## src/rtl/dmem_arbiter.sv

```systemverilog
`default_nettype none
// ------------------------------------------------------------------
// dmem_arbiter : time-shares the data-memory port between CPU and host
// Revision 1.0
// ------------------------------------------------------------------
module dmem_arbiter #(
  parameter int AW          = 8,
  parameter int DW          = 16,
  parameter int CPU_QUANTUM = 4
) (
  input  logic          clk,
  input  logic          rst,
  input  logic          run_en,
  output logic          cpu_enable,
  input  logic [AW-1:0] cpu_addr,
  input  logic          cpu_we,
  input  logic [DW-1:0] cpu_wdata,
  output logic [DW-1:0] cpu_rdata,
  input  logic          host_req,
  input  logic          host_we,
  input  logic [AW-1:0] host_addr,
  input  logic [DW-1:0] host_wdata,
  output logic          host_gnt,
  output logic          host_ack,
  output logic [DW-1:0] host_rdata,
  output logic [AW-1:0] mem_addr,
  output logic          mem_we,
  output logic [DW-1:0] mem_wdata,
  input  logic [DW-1:0] mem_rdata
);

  typedef enum logic [2:0] {
    ST_CPU    = 3'd0,
    ST_FREEZE = 3'd1,
    ST_GRANT  = 3'd2,
    ST_RDATA  = 3'd3,
    ST_ACK    = 3'd4
  } state_t;

  localparam logic [7:0] c_quantum = 8'(CPU_QUANTUM);

  state_t        state_q, state_d;
  logic [7:0]    cnt_q, cnt_d;
  logic [7:0]    cnt_dec;
  logic          cpu_enable_q, cpu_enable_d;
  logic [DW-1:0] host_rdata_q, host_rdata_d;
  logic          lat_we_q, lat_we_d;
  logic [AW-1:0] lat_addr_q, lat_addr_d;
  logic [DW-1:0] lat_wdata_q, lat_wdata_d;

  // Leaving on the cycle whose decrement reaches zero gives exactly
  // CPU_QUANTUM CPU cycles, and never fewer than one.
  assign cnt_dec = (cnt_q == 8'd0) ? 8'd0 : cnt_q - 8'd1;

  assign cpu_enable = cpu_enable_q;
  assign cpu_rdata  = mem_rdata;
  assign host_rdata = host_rdata_q;

  always_ff @(posedge clk) begin
    if (rst) begin
      state_q      <= ST_CPU;
      cnt_q        <= 8'd0;
      cpu_enable_q <= 1'b0;
      host_rdata_q <= '0;
      lat_we_q     <= 1'b0;
      lat_addr_q   <= '0;
      lat_wdata_q  <= '0;
    end else begin
      state_q      <= state_d;
      cnt_q        <= cnt_d;
      cpu_enable_q <= cpu_enable_d;
      host_rdata_q <= host_rdata_d;
      lat_we_q     <= lat_we_d;
      lat_addr_q   <= lat_addr_d;
      lat_wdata_q  <= lat_wdata_d;
    end
  end

  always_comb begin
    state_d      = state_q;
    cnt_d        = cnt_q;
    host_rdata_d = host_rdata_q;
    lat_we_d     = lat_we_q;
    lat_addr_d   = lat_addr_q;
    lat_wdata_d  = lat_wdata_q;
    host_gnt     = 1'b0;
    host_ack     = 1'b0;
    mem_addr     = cpu_addr;
    mem_we       = 1'b0;
    mem_wdata    = cpu_wdata;

    case (state_q)
      ST_CPU: begin
        mem_we = cpu_we;
        cnt_d  = cnt_dec;
        if (host_req && (cnt_dec == 8'd0)) state_d = ST_FREEZE;
      end
      ST_FREEZE: begin
        lat_we_d    = host_we;
        lat_addr_d  = host_addr;
        lat_wdata_d = host_wdata;
        state_d     = host_req ? ST_GRANT : ST_CPU;
      end
      ST_GRANT: begin
        host_gnt  = 1'b1;
        mem_addr  = lat_addr_q;
        mem_we    = lat_we_q;
        mem_wdata = lat_wdata_q;
        state_d   = lat_we_q ? ST_ACK : ST_RDATA;
      end
      ST_RDATA: begin
        mem_addr     = lat_addr_q;
        mem_wdata    = lat_wdata_q;
        host_rdata_d = mem_rdata;
        state_d      = ST_ACK;
      end
      ST_ACK: begin
        host_ack  = 1'b1;
        mem_addr  = lat_addr_q;
        mem_wdata = lat_wdata_q;
        cnt_d     = c_quantum;
        state_d   = ST_CPU;
      end
      default: state_d = ST_CPU;
    endcase

    cpu_enable_d = (state_d == ST_CPU) ? run_en : 1'b0;

    // The state register may hold anything until the reset edge lands.
    if (rst) begin
      mem_we   = 1'b0;
      mem_addr = cpu_addr;
      host_gnt = 1'b0;
      host_ack = 1'b0;
    end
  end

endmodule
`default_nettype wire
```

## config.mk

```make
export PLATFORM = sky130hd
export DESIGN_NAME = dmem_arbiter
export DESIGN_NICKNAME = d
export VERILOG_FILES = /design/src/rtl/dmem_arbiter.sv
export SDC_FILE = /design/constraint.sdc
export NUM_CORES = 1
export LEC_CHECK = 0
export BUFFER_PORTS_ARGS = -buffer_cell sky130_fd_sc_hd__buf_4
export CAP_MARGIN = 20
export CORE_MARGIN = 2
export CORE_UTILIZATION = 41
export CTS_CLUSTER_DIAMETER = 150
export DETAILED_ROUTE_END_ITERATION = 12
export PLACE_DENSITY = 0.81
export SLEW_MARGIN = 25
export SYNTH_ARGS = -nofsm -noshare
export SYNTH_HDL_FRONTEND = slang
export SYNTH_SLANG_ARGS = --single-unit
export TNS_END_PERCENT = 100
```

## constraint.sdc

```tcl
create_clock -name clk -period 1.6 [get_ports clk]
set_input_delay 0 -clock clk [delete_from_list [all_inputs] [get_ports clk]]
set_output_delay 0 -clock clk [all_outputs]
set_load 0.01 [all_outputs]
```

# Word level (Yosys, flattened, before mapping)
# Cells that the tools add are included.
totals:
  wordCells: 36
  ram_bits: 0
  mem_bits_ro: 0
  n_memories: 0
  regBits: 53
  latchBits: 0
op_classes:
  n_eq_ne: 4
  n_addsub: 1
  n_div: 0
  n_reduce_logical: 8
  shift: 0
  order_cmp: 0
  n_mux: 15
  bitwise_logic: 1
  n_mul: 0
ops:
  columns: ["operator", "n"]
  rows:
  - ["8-bit two-way mux", 3]
  - ["8-bit zero test", 2]
  - ["16-bit two-way mux", 1]
  - ["8-bit case mux with 2 select lines", 1]
  - ["3-bit case mux with 4 select lines", 1]
  - ["8-bit by 1-bit subtractor with 8-bit output (second input constant)", 1]
  - ["3-bit by 2-bit equality test with 1-bit output (second input constant)", 2]
  - ["3-bit zero test", 2]
  - ["3-bit two-way mux", 2]
  - ["1-bit two-way mux", 5]
  - ["3-bit by 1-bit equality test with 1-bit output (second input constant)", 1]
  - ["3-bit equality test (second input constant)", 1]
  - ["3-bit OR reduction", 1]
  - ["2-bit two-way mux", 1]
  - ["1-bit case mux with 2 select lines", 1]
  - ["2-bit nonzero test", 1]
  - ["2-bit OR reduction", 1]
  - ["1-bit logical AND", 1]
  - ["1-bit inverter", 1]

# Depth between registers and ports, before layout
logic_depth:
  ltp_word: 9
  ltp_mapped: 7
  mapped_depth_nobuf: 6

# Worst setup path after synthesis
# OpenSTA, ideal clock, no wires.
synth_timing:
  path_kind: "reg-to-reg"
  startpoint: "reg cnt_q[0]"
  endpoint: "reg cpu_enable_q (netlist: cpu_enable)"
  path_stages_with_launch: 7
  arrival_time_ns: 1.634
  path_slack_ns: -0.149
  setup_time_ns: 0.115
  t_required_ns: 1.485
  n_path_buf: 0
  cell_sequence: "dfxtp_1 > inv_1 > ha_1 > or4bb_1 > nor3_1 > a21oi_1 > o21a_1"
synth_between:
  elab_chain_len: 9
  elab_cells_between_ends: 10
  cone_classes: "add/sub (1); mux (3); bitwise (1); reduce/logical (5)"
synth_rtl:
  columns: ["element", "line", "source"]
  rows:
  - ["start: declaration", "43", "logic [7:0] cnt_q, cnt_d;"]
  - ["start signal: assignment", "70", "cnt_q <= cnt_d;"]
  - ["8-bit by 1-bit subtractor with 8-bit output / 8-bit zero test (equally long branches)", "53", "assign cnt_dec = (cnt_q == 8'd0) ? 8'd0 : cnt_q - 8'd1;"]
  - ["8-bit two-way mux (*)", "53", null]
  - ["8-bit zero test (*)", "96", "if (host_req && (cnt_dec == 8'd0)) state_d = ST_FREEZE;"]
  - ["1-bit logical AND (*)", "96", null]
  - ["3-bit two-way mux (*)", "96", null]
  - ["3-bit case mux with 4 select lines (*)", "92", "case (state_q)"]
  - ["3-bit zero test (*)", "127", "cpu_enable_d = (state_d == ST_CPU) ? run_en : 1'b0;"]
  - ["1-bit inverter (no line) (*)", null, null]
  - ["2-bit OR reduction (no line) (*)", null, null]
  - ["end signal: assignment", "71", "cpu_enable_q <= cpu_enable_d;"]
  - ["end: declaration", "45", "logic cpu_enable_q, cpu_enable_d;"]
# Every way passes the cells marked *; elsewhere a longest branch is shown, timed or not.
# A chain may end at the register's enable or synchronous reset.

# Worst setup path in the final report
layout_timing:
  startpoint: "reg state_q[1]"
  endpoint: "out mem_wdata[8]"
layout_between:
  elab_chain_len: 3
  elab_cells_between_ends: 5
  cone_classes: "eq/ne (3); mux (1); reduce/logical (1)"
layout_rtl:
  columns: ["element", "line", "source"]
  rows:
  - ["start: declaration", "42", "state_t state_q, state_d;"]
  - ["start signal: assignment", "69", "state_q <= state_d;"]
  - ["3-bit by 2-bit equality test with 1-bit output / 3-bit equality test (equally long branches)", "92", null]
  - ["3-bit OR reduction (no line) (*)", null, null]
  - ["16-bit two-way mux (*)", "92", null]
  - ["end: declaration", "28", "output logic [DW-1:0] mem_wdata,"]
# Marks and branches as above.

==> metrics.csv <==
stage,metric,value,unit
clock_tree,clk_latency,0.30,ns
critical_path,path_max_fanout,8,
timing,slew-limit-headroom,59.6,%
die,die_area,7080,um2
placed_design,io_buffer_count,129,
die,io_pins,130,
timing,whs,0.0885,ns
grt,gr-total-overflow,0,
cells_and_area,fin_nets,562,
routing,dr_total_vias,2912,
routing,drtAntennaViolNets,0,
grt,antenna_found_initial,0,
worst_hold_path,min_from,run_en,
critical_path,startpoint_type,flop,
power,p_per_area,1150,nW/um2
grt,grt_pass1_vias,2930,
worst_hold_path,hold_class,in2reg,
placed_design,placed_area,3700,um2
cells_and_area,design_area,4520,um2
critical_path,r2r-start,state_q[1]$_SDFF_PP0_,
clock_tree,clock_sinks,53,
synth,ys_seq_area_share,40.3,%
critical_path,path_class,reg2out,
power,power_leakage,0.00199,uW
grt,use_met3,5.70,%
synth,synth_area,2630,um2
routing,drcViolationCount,0,
clock_tree,cts_tree,yes,
placed_design,place_ws,-0.136,ns
die,core_area,6280,um2
cells_and_area,most-common-layout-cells,"buf_4, nand2_1, a21oi_1, dfxtp_1, dlygate4sd3_1",
cells_and_area,final_common_cell,buf_4,
grt,use_met1,27.2,%
routing,drt-total-wl,8890,um
cells_and_area,fillers,449,
timing,drv_slew,0,
timing,setup-tns-final,-2.19,ns
critical_path,critPathCaptureType,output port,
synth,synth.net_count,397,
timing,setup_viol,26,
routing,first_pass_iters,4,
critical_path,critPathSlowestCell,dfxtp_4,
clock_tree,clkTransAtPathRegs,0.10,ns
power,peakVddDrop,0.706,mV
clock_tree,htreeDepth,2,
grt,grt_pass1_wl,13900,um
grt,grt_use_total,23.8,%
timing,worst_slack,-0.102,ns
timing,fin_skew,0.0103,ns
cells_and_area,drive_gt1_share,44.6,%
critical_path,crit_path_max_incr_delay,0.38,ns
critical_path,cp.required,1.60,ns
routing,dr.first_iter.drc_count,125,
timing,hold_violations,0,
die,die_w,84.2,um
cells_and_area,syn_to_final_growth,71.8,%
routing,vias_per_cell,5.13,
die,rows,29,
timing,max_slew.worst_pin.slew,0.601,ns
synth,ys_ff_latch,53,
synth,yosys_warnings,0,
run_status,status,finished with violations,
timing,layout_min_cycle_time,1.70,ns
routing,routedWlPerCell,15.7,um
critical_path,setup.worst_path.start,state_q[1]$_SDFF_PP0_,
critical_path,crit_buf_inv,2,
critical_path,crit_family,flip-flops,
critical_path,cp_data_arrival_time,1.70,ns
grt,busiest_layer,met2,
timing,post-route-period-util,106,%
synth,syn_area_per_cell,8.10,um2
clock_tree,root_buffer,clkbuf_8,
flow_run,max_cap_violations,0,
synth,synth.distinct_cells,45,
placed_design,dp.final_hpwl,5240,um
power,power,5210,uW
grt,gr-usage-met2,45.3,%
die,die_h,84.2,um
die,start_util,42.0,%
placed_design,finalWeightedCongestion,0.925,
cells_and_area,antenna_cells,0,
timing,fmax,0.588,GHz
grt,grt_max_degree,32,
clock_tree,clockBufferDepth,2,
run_status,violations,setup timing,
timing,rsz0062_at_grt,true,
clock_tree,cts-buffers-inserted,5,
synth,synthCells,325,
critical_path,worstPathCellList,"nor2b_4, a21oi_4, buf_8, mux2_4, buf_6",
-- worst reg2reg max path: stages (launching register included) --
cell and delay (ns):
dfxtp_4 0.38, buf_4 0.15, or4b_4 0.52, a2111oi_4 0.23, a31oi_2 0.09, o21a_1 0.21
-- area by class of cell --
| class | count | area (um2) | share of cell area (%) |
|---|---|---|---|
| clock inverters | 3 | 43.8 | 0.968 |
| clock buffers | 5 | 68.8 | 1.52 |
| inverters | 3 | 11.3 | 0.249 |
| flip-flops and latches | 53 | 1070 | 23.8 |
| repair buffers | 198 | 1720 | 38.1 |
| multi-input cells | 229 | 1510 | 33.3 |
| well taps | 77 | 96.3 | 2.13 |
-- stage by stage --
step,util [%],std cells
floorplan,-,325
global placement,58.9,514
detailed placement,58.9,514
CTS,70.7,567
global route,72.1,568
finish,72.1,568
-- flip-flops by register name, summed over array words and instances (netlist names) --
| signal | cells |
|---|---|
| host_rdata | 16 |
| lat_addr_q | 8 |
| cnt_q | 8 |
| cpu_enable | 1 |
| lat_wdata_q | 16 |
| lat_we_q | 1 |
| state_q | 3 |
-- synth_stat cells (all sizes together) --
cell type	count	area [um2]
o22ai	1	6.26
a2111oi	1	10.0
nor3b	4	35.0
or4b	2	20.0
a311oi	2	17.5
inv	3	11.3
nand2b	1	6.26
or3b	1	8.76
o21a	1	7.51
or2	1	6.26
o2bb2ai	1	8.76
a21oi	51	259
xnor2	1	8.76
clkbuf	18	67.6
nand2	91	342
nor4	2	18.8
nor2	13	51.3
o31ai	1	12.5
mux2i	3	30.0
dfxtp	53	1060
nor3	6	35.0
or4bb	1	11.3
nor2b	2	12.5
a31oi	4	25.0
nor4b	1	15.0
nand4	1	6.26
o211a	1	10.0
a211oi	1	20.0
nand3	2	10.0
o21bai	1	7.51
a22oi	1	7.51
and2	1	6.26
o21ai	3	15.0
nand3b	1	7.51
mux2	24	270
buf	22	161
ha	2	25.0
-- metal layers --
layer  vias up  routed length [um]  share of wire (%)
li1       1407                   -                  -
met1      1370                3500                 39
met2       127                4630                 52
met3         8                 694                7.8
met4         0                  68               0.76
met5         -                   0                  0
-- logic make-up after synthesis --
logic type,share of synthesized area (%)
and+or+nand+nor,22.5
AOI/OAI and AO/OA,15.4
DFF,40.3
buffers and inverters,9.12
muxes,11.4
adders and majority gates,0.950
xor gates and xnor gates,0.333
-- final timing paths --
kind / end / slack, ns / depth (start not counted)
worst min-delay path: cpu_enable$_SDFF_PP0_ / 0.09 / 3
worst max register to register: cpu_enable$_SDFF_PP0_ / -0.08 / 5
worst min register to register: lat_addr_q[7]$_SDFFE_PP0N_ / 0.46 / 2
worst max-delay path: mem_wdata[8] / -0.10 / 5
-- what timing repair did --
item,CTS,global route
buffers inserted,4,2
hold buffers,41,0
endpoints found under the hold margin,41,0
gates cloned,1,0
pin swaps,6,3
resized for setup,51,17
setup endpoints to repair,33,36
-- where the power goes --
part	internal (uW)	leakage [uW]	switching, uW	total (uW)
Sequential	1510	0.000432	182	1690
Clock	469	0.0000585	439	909
Combinational	1380	0.00150	1240	2610
Total	3350	0.00199	1860	5210
Power figures use the tool's default switching activity.
